$ cat src/rtl/lift_door_sequencer.sv
// Lift door / cabin-music sequencer: four-phase door FSM timed by a tick prescaler,
// with motion permit, registered music enable and a sticky motion-with-door-open fault.
module lift_door_sequencer #(
  parameter int unsigned TICK_DIV    = 100000000,
  parameter int unsigned OPEN_TICKS  = 2,
  parameter int unsigned HOLD_TICKS  = 5,
  parameter int unsigned CLOSE_TICKS = 2
) (
  input  logic       clk,
  input  logic       rst,
  input  logic       arrive,
  input  logic       open_btn,
  input  logic       close_btn,
  input  logic       obstruct,
  input  logic       moving,
  output logic       door_open,
  output logic       music_en,
  output logic       move_ok,
  output logic [1:0] door_state,
  output logic       fault
);

  localparam int unsigned PW     = (TICK_DIV > 1) ? $clog2(TICK_DIV) : 1;
  localparam int unsigned TMAX_A = (OPEN_TICKS > HOLD_TICKS) ? OPEN_TICKS : HOLD_TICKS;
  localparam int unsigned TMAX   = ((TMAX_A > CLOSE_TICKS) ? TMAX_A : CLOSE_TICKS) - 1;
  localparam int unsigned TW     = (TMAX > 1) ? $clog2(TMAX + 1) : 1;

  localparam logic [PW-1:0] PRE_LAST = PW'(TICK_DIV - 1);
  localparam logic [TW-1:0] T_OPEN   = TW'(OPEN_TICKS - 1);
  localparam logic [TW-1:0] T_HOLD   = TW'(HOLD_TICKS - 1);
  localparam logic [TW-1:0] T_CLOSE  = TW'(CLOSE_TICKS - 1);
  localparam logic [TW-1:0] T_MAX    = TW'(TMAX);

  typedef enum logic [1:0] {
    CLOSED  = 2'd0,
    OPENING = 2'd1,
    OPEN    = 2'd2,
    CLOSING = 2'd3
  } state_e;

  state_e          state_q, state_d;
  logic [PW-1:0]   pre_q, pre_d;
  logic [TW-1:0]   tmr_q, tmr_d;
  logic            music_q, music_d;
  logic            fault_q, fault_d;

  logic            tick;
  logic            phase_end;
  logic            restart;
  logic [TW-1:0]   phase_last;

  assign tick = (pre_q == PRE_LAST);

  always_comb begin
    phase_last = '0;
    case (state_q)
      OPENING: phase_last = T_OPEN;
      OPEN:    phase_last = T_HOLD;
      CLOSING: phase_last = T_CLOSE;
      default: phase_last = '0;
    endcase
  end

  assign phase_end = tick && (tmr_q == phase_last);

  // Priority: obstruct > open_btn > close_btn > timer expiry.
  always_comb begin
    state_d = state_q;
    restart = 1'b0;
    case (state_q)
      CLOSED: begin
        if ((arrive || open_btn) && !moving) state_d = OPENING;
      end
      OPENING: begin
        if (phase_end) state_d = OPEN;
      end
      OPEN: begin
        if (obstruct || open_btn) restart = 1'b1;
        else if (close_btn)       state_d = CLOSING;
        else if (phase_end)       state_d = CLOSING;
      end
      CLOSING: begin
        if (obstruct || open_btn) state_d = OPENING;
        else if (phase_end)       state_d = CLOSED;
      end
      default: state_d = CLOSED;
    endcase
  end

  // Counters restart on every phase entry so each phase is exactly N*TICK_DIV cycles.
  always_comb begin
    pre_d = pre_q;
    tmr_d = tmr_q;
    if ((state_d != state_q) || restart || (state_q == CLOSED)) begin
      pre_d = '0;
      tmr_d = '0;
    end else if (tick) begin
      pre_d = '0;
      tmr_d = (tmr_q == T_MAX) ? tmr_q : tmr_q + 1'b1;
    end else begin
      pre_d = pre_q + 1'b1;
    end
  end

  always_comb begin
    music_d = moving && (state_q == CLOSED);
    fault_d = fault_q || (moving && (state_q != CLOSED));
  end

  always_ff @(posedge clk) begin
    if (rst) begin
      state_q <= CLOSED;
      pre_q   <= '0;
      tmr_q   <= '0;
      music_q <= 1'b0;
      fault_q <= 1'b0;
    end else begin
      state_q <= state_d;
      pre_q   <= pre_d;
      tmr_q   <= tmr_d;
      music_q <= music_d;
      fault_q <= fault_d;
    end
  end

  assign door_state = state_q;
  assign door_open  = (state_q != CLOSED);
  assign move_ok    = (state_q == CLOSED);
  assign music_en   = music_q;
  assign fault      = fault_q;

endmodule

$ cat config.mk
export PLATFORM = sky130hd
export DESIGN_NAME = lift_door_sequencer
export DESIGN_NICKNAME = d
export VERILOG_FILES = /design/src/rtl/lift_door_sequencer.sv
export SDC_FILE = /design/constraint.sdc
export NUM_CORES = 1
export LEC_CHECK = 0
export CORE_ASPECT_RATIO = 1.4
export CORE_MARGIN = 2
export CORE_UTILIZATION = 40
export DETAILED_ROUTE_END_ITERATION = 8
export PLACE_DENSITY = 0.66
export REMOVE_ABC_BUFFERS = 1
export SLEW_MARGIN = 0
export SYNTH_ARGS = -nofsm -noshare
export SYNTH_HDL_FRONTEND = slang
export SYNTH_SLANG_ARGS = --single-unit
export TNS_END_PERCENT = 30
$ cat constraint.sdc
create_clock -name clk -period 3.3 [get_ports clk]
set_input_delay 0.825 -clock clk [delete_from_list [all_inputs] [get_ports clk]]
set_output_delay 0.825 -clock clk [all_outputs]
set_load 0.01 [all_outputs]
==> reports/metrics.csv, run 1 <==
metric;value;unit
outcome;completed;
r2r-end;pre_q[21];
crit_path_start;door_state[0];
synth_seq_cells;34;
mappedNetlistArea;1640;sq um
synthFlopType;dfxtp_1;
cts_hold_buf;0;
slew_violations;0;
grt_max_degree;27;
synth_edf_count;0;
cts_max_path_buffers;2;
firstDrtPassIters;4;
io_pins;13;
start_util;0.416;
viasPerCell;5.15;
synth.distinct_cells;33;
layout.nets;207;
num_vias;1240;
ant_nets;0;
num_rows;27;
p_per_area;408;nW/um^2
crit_type;flop to output pin;
cts_resized;0;
mostFrequentLayoutCells;nor2_1 (37), dfxtp_1 (34), xor2_1 (18), nand3_1 (13), clkdlybuf4s50_1 (12);
antenna_cells;0;
antenna_found_initial;0;
holdWs;0.469;ns
worst-slew-pin-transition;0.652;ns
async_flop_share;0;
core;3950;sq um
required;2.47;ns
crit_path_end;move_ok;
yosysWarnings;0;
drv_cap;0;
root_buffer;clkbuf_8;
seq_area_frac_synth;0.414;
fmax;407;MHz
fin_skew;0.00404;ns
fin_crit_sh;0.745;
place_congestion;0.707;
wire_per_inst;11.5;microns
final_common_cell;nor2_1;
setup_viol;0;
grt.total_usage;0.139;
post_cts_buffers;0;
hold_violations;0;
drcViolationCount;0;
ff2ff_setup_slack;1.22;ns
cts_buffers;5;
ir_worst_vdd;0.375;mV
grt_pass1_vias;1267;
relSlewSlack;0.562;
grt_pass1_wl;5.03;mm
power_leakage;0.650;nW
reg2reg_from;pre_q[17];
cts_tree;built;
io_buffers;12;
cp.arrival;1.63;ns
synthCells;182;
area_growth;14.5;%
htree_num_levels;2;
crit_path_end_kind;output pin;
synth.avg_cell_area;9.03;sq um
final.min_clock_period;2.46;ns
clk_pin_slew_worst_paths;0.07;ns
drt-initial-drc-count;36;
final.setup.tns;0;ns
cp_max_fo;10;
clock_latency;0.28;ns
startpoint_type;flop;
numClockSinks;34;
grt_overflow;0;
die-height;79.9;microns
rsz0062_at_grt;false;
min_path_type;flop to flop;
post-dp-hpwl;2.04;mm
die_x;58.2;microns
drt_wl_total;2.77;mm
r2r_cells;5;
die_area;4650;sq um
final_layout_size_suffix_gt1_frac;0.0808;
[area by class of cell]
type / instances / area, sq um
timing repair buffer: 12 / 120
fill: 405 / 2070
multi-input combinational: 139 / 915
tap: 43 / 53.8
inverter: 5 / 18.8
clock inverter: 2 / 12.5
sequential: 34 / 681
clock buffer: 6 / 82.6
[kinds of logic (layout without fill, tap and decap cells)]
group                    count (synthesis)  after routing  synth area share
AND/OR/NAND/NOR                         96             96             0.328
XOR/XNOR                                27             27             0.144
adder cells (fa/ha/maj)                  3              3            0.0228
AO/OA/AOI/OAI                           10             10            0.0434
buffers and inverters                    9             25            0.0297
flip-flops                              34             34             0.414
multiplexers                             3              3            0.0183
[synth_stat cells (3+ instances only)]
cell | instances | area share
a21oi_1 | 6 | 0.018
and3_1 | 5 | 0.019
dfxtp_1 | 34 | 0.41
ha_1 | 3 | 0.023
inv_1 | 5 | 0.011
mux2i_1 | 3 | 0.018
nand2_1 | 9 | 0.021
nand3_1 | 13 | 0.040
nand4_1 | 9 | 0.034
nor2_1 | 37 | 0.084
nor3_1 | 3 | 0.0091
nor3b_1 | 3 | 0.014
xnor2_1 | 9 | 0.048
xor2_1 | 18 | 0.096
[critical path, stage by stage, from the launching register on]
cell,delay [ns]
dfxtp_1,0.40
or2_2,0.37
inv_1,0.06
clkdlybuf4s50_1,0.53
[power breakdown]
group / switching (mW) / internal [mW] / total, mW / leakage, nW
clock: 0.145 / 0.167 / 0.312 / 0.0472
combinational: 0.0193 / 0.0195 / 0.0388 / 0.328
sequential: 0.00376 / 0.414 / 0.417 / 0.275
[metrics by stage]
stage / instance area [sq um] / power, mW / setup slack [ns] / std cells / util
floorplan: 1610 / 0.444 / 1.39 / 178 / -
global placement: 1790 / 0.466 / 0.720 / 233 / 0.452
detailed placement: 1790 / 0.466 / 0.675 / 233 / 0.452
CTS: 1880 / 0.784 / 0.823 / 241 / 0.476
global route: 1880 / 0.802 / 0.722 / 241 / 0.476
finish: 1880 / 0.768 / 0.840 / 241 / 0.476
[state kept, by name, indices dropped and copies added (netlist names)]
name,count
fault,1
music_en,1
pre_q,27
tmr_q,3
door_state,2
[how the worst min path moves through the flow]
stage          endpoint     start  cells past startpoint
3_5_place_dp   pre_q[0]  pre_q[0]                      1
4_1_cts        pre_q[0]  pre_q[0]                      1
2_1_floorplan  pre_q[0]  pre_q[0]                      1
6_report       pre_q[0]  pre_q[0]                      1
5_1_grt        pre_q[0]  pre_q[0]                      1
3_3_place_gp      fault     fault                      2
[layer usage]
layer / vias to the layer above / part of all wire / global-route usage
met1: 570 / 0.44 / 0.144
met5: - / 0 / 0
met2: 18 / 0.52 / 0.258
met3: 4 / 0.029 / 0.0340
met4: 0 / 0.014 / 0.0558
li1: 648 / - / -
(Power assumes the default switching activity.)
==> inputs of run 2 (changes only) <==
==> constraint.sdc (replaced) <==
create_clock -name clk -period 2.3 [get_ports clk]
set_input_delay 0.575 -clock clk [delete_from_list [all_inputs] [get_ports clk]]
set_output_delay 0.575 -clock clk [all_outputs]
set_load 0.01 [all_outputs]
==> run 2 against run 1 <==
Against the previous run: sequential share of layout area decreased by 0.98 points; wire length increased by 4.8%; sequential cell count unchanged; global-route usage increased by 0.86 points; cell area increased by 2.8%; total power increased by 52%; cell count increased by 2.1%; count of clock-buffer cells in the layout increased by 2; non-clock buffer count increased by 5; utilization increased by 1.3 points; critical endpoint unchanged.
==> reports/metrics.csv, run 2 (synthesized netlist as in run 1, its figures left out) <==
metric;value;unit
outcome;completed;
drv_cap;0;
io_buffers;12;
ff2ff_setup_slack;0.32;ns
antenna_cells;0;
final_common_cell;nor2_1;
fin_skew;0.00343;ns
cp_max_fo;4;
place_congestion;0.801;
hp-start;pre_q[0];
drt_wl_total;2.90;mm
cts_tree;built;
fmax;479;MHz
holdWs;0.464;ns
grt.total_usage;0.147;
layout.nets;212;
start_util;0.416;
final_layout_size_suffix_gt1_frac;0.103;
post-dp-hpwl;2.17;mm
grt_pass1_vias;1250;
worstPathBufferInverterCount;2;
rsz0062_at_grt;false;
drcViolationCount;0;
num_rows;27;
total_power;1.17;mW
placed_cell_area;1830;sq um
area_growth;17.7;%
grt_pass1_wl;5.29;mm
mostFrequentLayoutCells;nor2_1 (37), dfxtp_1 (34), xor2_1 (18), nand3_1 (13), clkdlybuf4s50_1 (12);
firstDrtPassIters;4;
worst-slew-pin-transition;0.501;ns
hold_violations;0;
clock_latency;0.28;ns
crit_type;flop to output pin;
root_buffer;clkbuf_8;
die-height;79.9;microns
min_path_type;flop to flop;
cp_slowest_cell;clkdlybuf4s50_1;
clk_pin_slew_worst_paths;0.06;ns
grt_max_degree;27;
num_vias;1267;
place_ws;0.300;ns
viasPerCell;5.15;
cp_top_family;buffers and inverters;
numClockSinks;34;
hold-path-endpoint;pre_q[0];
cts_resized;0;
fin_crit_sh;0.908;
drt-initial-drc-count;16;
cp_slowest_stage_delay;0.52;ns
wire_per_inst;11.8;microns
design_area;1940;sq um
path_cells;or2_2 -> inv_1 -> clkdlybuf4s50_1;
setup_viol;0;
io_pins;13;
crit_path_end_kind;output pin;
final.min_clock_period;2.09;ns
slew_violations;0;
ir_worst_vdd;0.489;mV
htree_num_levels;2;
core;3950;sq um
startpoint_type;flop;
reg2reg_from;pre_q[17];
power_leakage;0.686;nW
cts_hold_buf;0;
r2r-end;pre_q[23];
antenna_found_initial;0;
setup_slack;0.212;ns
top_register;pre_q;
post_cts_buffers;0;
holdPathStages;1;
grt_overflow;0;
cp.arrival;1.51;ns
die_x;58.2;microns
p_per_area;603;nW/um^2
critical_path_depth;3;
relSlewSlack;0.666;
ant_nets;0;
required;1.73;ns
cts_max_path_buffers;2;
r2r_cells;6;
cts_buffers;5;
die_area;4650;sq um
final.setup.tns;0;ns
largest_register_ffs;27;
==> run 2: worst max path at each step <==
stage / startpoint / to / slack [ns]
floorplan: pre_q[17] / pre_q[10] / 0.47
global placement: pre_q[17] / pre_q[2] / 0.32
detailed placement: pre_q[17] / pre_q[23] / 0.30
CTS: door_state[0] / move_ok / 0.20
global route: door_state[0] / move_ok / 0.16
finish: door_state[0] / move_ok / 0.21
==> run 2: area by class of cell <==
type                       instances  area (sq um)
timing repair buffer              17           158
multi-input combinational        139           915
inverter                           5          18.8
clock buffer                       8           110
tap                               43          53.8
sequential                        34           681
fill                             378          2020
==> run 2: per-layer routing <==
| metal | track usage | share of wire | wire [microns] |
|---|---|---|---|
| met1 | 0.170 | 0.43 | 1250 |
| met2 | 0.249 | 0.51 | 1480 |
| met3 | 0.0421 | 0.040 | 117 |
| met4 | 0.0628 | 0.019 | 55 |
| met5 | 0 | 0 | 0 |
==> run 2: worst reg2reg max path, stage by stage (launching register included) <==
cell     delay [ns]
dfxtp_1        0.35
or4b_4         0.56
nor4_4         0.33
nand3_4        0.16
nand2_2        0.10
buf_4          0.27
nor2_1         0.09
==> run 2: where the power goes <==
group          leakage (nW)  switching [mW]  total (mW)  internal, mW
combinational         0.354          0.0315      0.0634        0.0319
sequential            0.275         0.00221       0.596         0.593
clock                0.0575           0.205       0.507         0.302
total                 0.686           0.239        1.17         0.927
==> run 2: through the flow <==
step	util	instances
floorplan	-	178
global placement	0.462	238
detailed placement	0.462	238
CTS	0.490	246
global route	0.490	246
finish	0.490	246
==> RTL edit: new RTL, config.mk and constraints of run 2 <==
Reset style: asynchronous (`rst`), changed in one clocked block.
--- a/src/rtl/lift_door_sequencer.sv
+++ b/src/rtl/lift_door_sequencer.sv
@@ -109,3 +109,3 @@
 
-  always_ff @(posedge clk) begin
+  always_ff @(posedge clk or posedge rst) begin
     if (rst) begin
Behaviour: differs if rst is asserted again (counterexample within 4 cycles, from zero or initial values and one cycle with rst high); with rst held inactive, the same outputs for 10 cycles.
==> RTL edit against run 2 <==
- worst setup slack got worse by 0.056 ns
- final area increased by 7.7%
- die area rose by 6.8%
- sequential cell count unchanged
- count of clock-buffer cells in the layout down 3
- wire length increased by 12%
- highest routed layer unchanged
- synthesized area rose by 7.2%
- critical path type unchanged
Power is not compared: it rests on default switching activity, and its combinational part moved more than twofold at a synthesized area within 25%.
==> RTL edit: results (changes against run 2) <==
status complete, no violations; n_diodes 0 (unchanged); Largest register FFs 27 (unchanged); r2r setup slk 0.30 ns (-0.02 ns); fill count 408 (+7.9%); synth unique cells 35 (+6.1%); ratio of cells with drive above 1 in the final layout 11.3% (+0.93 points); Skew-Pair Late Insertion Delay 0.29 ns; # port buffers 12 (unchanged); Clock Skews 0.0122 ns (+0.00876 ns); starting DRC count in detailed routing 25 (+9); Pleak 0.975 nW; Placed Instances 256 (+7.6%); Critical Path Max Stage Delay 0.53 ns; initial antenna violation count 0 (unchanged); synth top area cells dfrtp_1 48%, nor2_1 8.3%, xor2_1 7.9%, xnor2_1 5.0%, nand4_1 3.5%; largest net degree at the start of global routing 35 (+30%); WL/cell 12.3 um (+3.9%); cell count after synthesis 181 (-0.55%); routability-driven placement congestion ratio 0.772 (-3.7%); number of global-route vias before repair 1304 (+4.3%); CTS resizes 0 (unchanged); largest reg by FF count pre_q; Reg clk slew, reported paths 0.08 ns (+0.02 ns); detailed placer's ending HPWL 2.26 mm (+4.0%); DR vias 1308 (+3.2%); worst min path class reg2reg; Synth warnings 0 (unchanged); Min Hold Slack 0.462 ns (-0.00205 ns); first-pass GRT wire length 5.60 mm (+5.7%); most frequent cells after synthesis 39 x nor2_1, 34 x dfrtp_1, 16 x xor2_1; nets 213 (+0.47%); TritonRoute pass-1 iters 4 (unchanged); critical path's slowest cell clkdlybuf4s50_1; clock root cell clkbuf_8; Post-CTS Setup Inserts 0 (unchanged); crit path max fanout 3 (-1); Post-route DRC 0 (unchanged); total track usage 15.1% (+0.36 points); Max VDD drop 0.259 mV; DRT Wirelength 3.24 mm (+12%); async set-reset flop share out of synthesis 100% (+100 points); sequential-to-total area share from yosys stat 48.3% (+6.9 points); Num CTS Buffers 5 (unchanged); H-Tree Depth 2 (unchanged); worst path arrival time 1.57 ns (+0.06 ns); Worst-Margin Slew 0.504 ns (+0.00328 ns); maximum clock path buffer count 2 (unchanged)
RTL edit: changes by cell type in the layout (fill, tap and decap cells not counted), moves of 3 or more:
cell	delta
a21o_1	+4
a21oi_1	-3
clkbuf_8	-3
dfrtp_1	+34
dfxtp_1	-34
mux2i_1	-3
nand3_1	-3
nor3b_1	-3
RTL edit: final cells by class:
class | instances | area [um2] | area share [%]
Sequential cell | 34 | 851 | 40.8
Multi-Input combinational cell | 136 | 851 | 40.8
Clock buffer | 5 | 68.8 | 3.30
Inverter | 7 | 26.3 | 1.26
Tap cell | 60 | 75.1 | 3.60
Timing Repair Buffer | 19 | 173 | 8.28
Clock inverter | 3 | 40.0 | 1.92
RTL edit: worst paths after layout:
check,startpoint,to,cells after the start
setup / recovery,door_state[0],move_ok,3
hold / removal,fault,fault,1
setup reg to reg,pre_q[0],pre_q[13],7
hold reg to reg,fault,fault,1
max in group asynchronous,rst,music_en,3
min in group asynchronous,rst,door_state[0],3
RTL edit: power by group:
group,switching [mW],total [mW],leakage (nW),internal (mW)
Combinational,0.0811,0.162,0.466,0.0811
Clock,0.218,0.537,0.0579,0.319
Sequential,0.0659,0.725,0.451,0.659
RTL edit: logic make-up (layout without fill, tap and decap cells):
family / count (synthesis) / count (layout) / synth area share, %
buffers and inverters: 11 / 34 / 3.48
flip-flops: 34 / 34 / 48.3
adder cells (fa/ha/maj): 3 / 3 / 2.13
AND/OR/NAND/NOR: 93 / 93 / 27.9
XOR/XNOR: 26 / 26 / 12.9
AO/OA/AOI/OAI: 14 / 14 / 5.32
RTL edit: worst max-delay path, delay by kind of cell (launching register included):
family,cells,cell delay [ns]
DFF,1,0.39
buffers and inverters,2,0.60
and+or+nand+nor,1,0.30
RTL edit: per-layer routing:
metal  wire length [um]  global-route usage [%]  up-vias
met5                  0                       0        -
met1               1360                    16.1      628
li1                   -                       -      658
met4                 73                    6.67        0
met2               1720                    27.6       18
met3                 85                    3.27        4
RTL edit: per-stage QoR:
| step | cell area (um2) | util [%] | setup slack (ns) |
|---|---|---|---|
| 3_3_place_gp | 1980 | 46.6 | 0.274 |
| 3_5_place_dp | 1980 | 46.6 | 0.235 |
| 2_1_floorplan | 1730 | - | 0.330 |
| 5_1_grt | 2080 | 49.2 | 0.107 |
| 6_report | 2080 | 49.2 | 0.157 |
| 4_1_cts | 2080 | 49.2 | 0.140 |
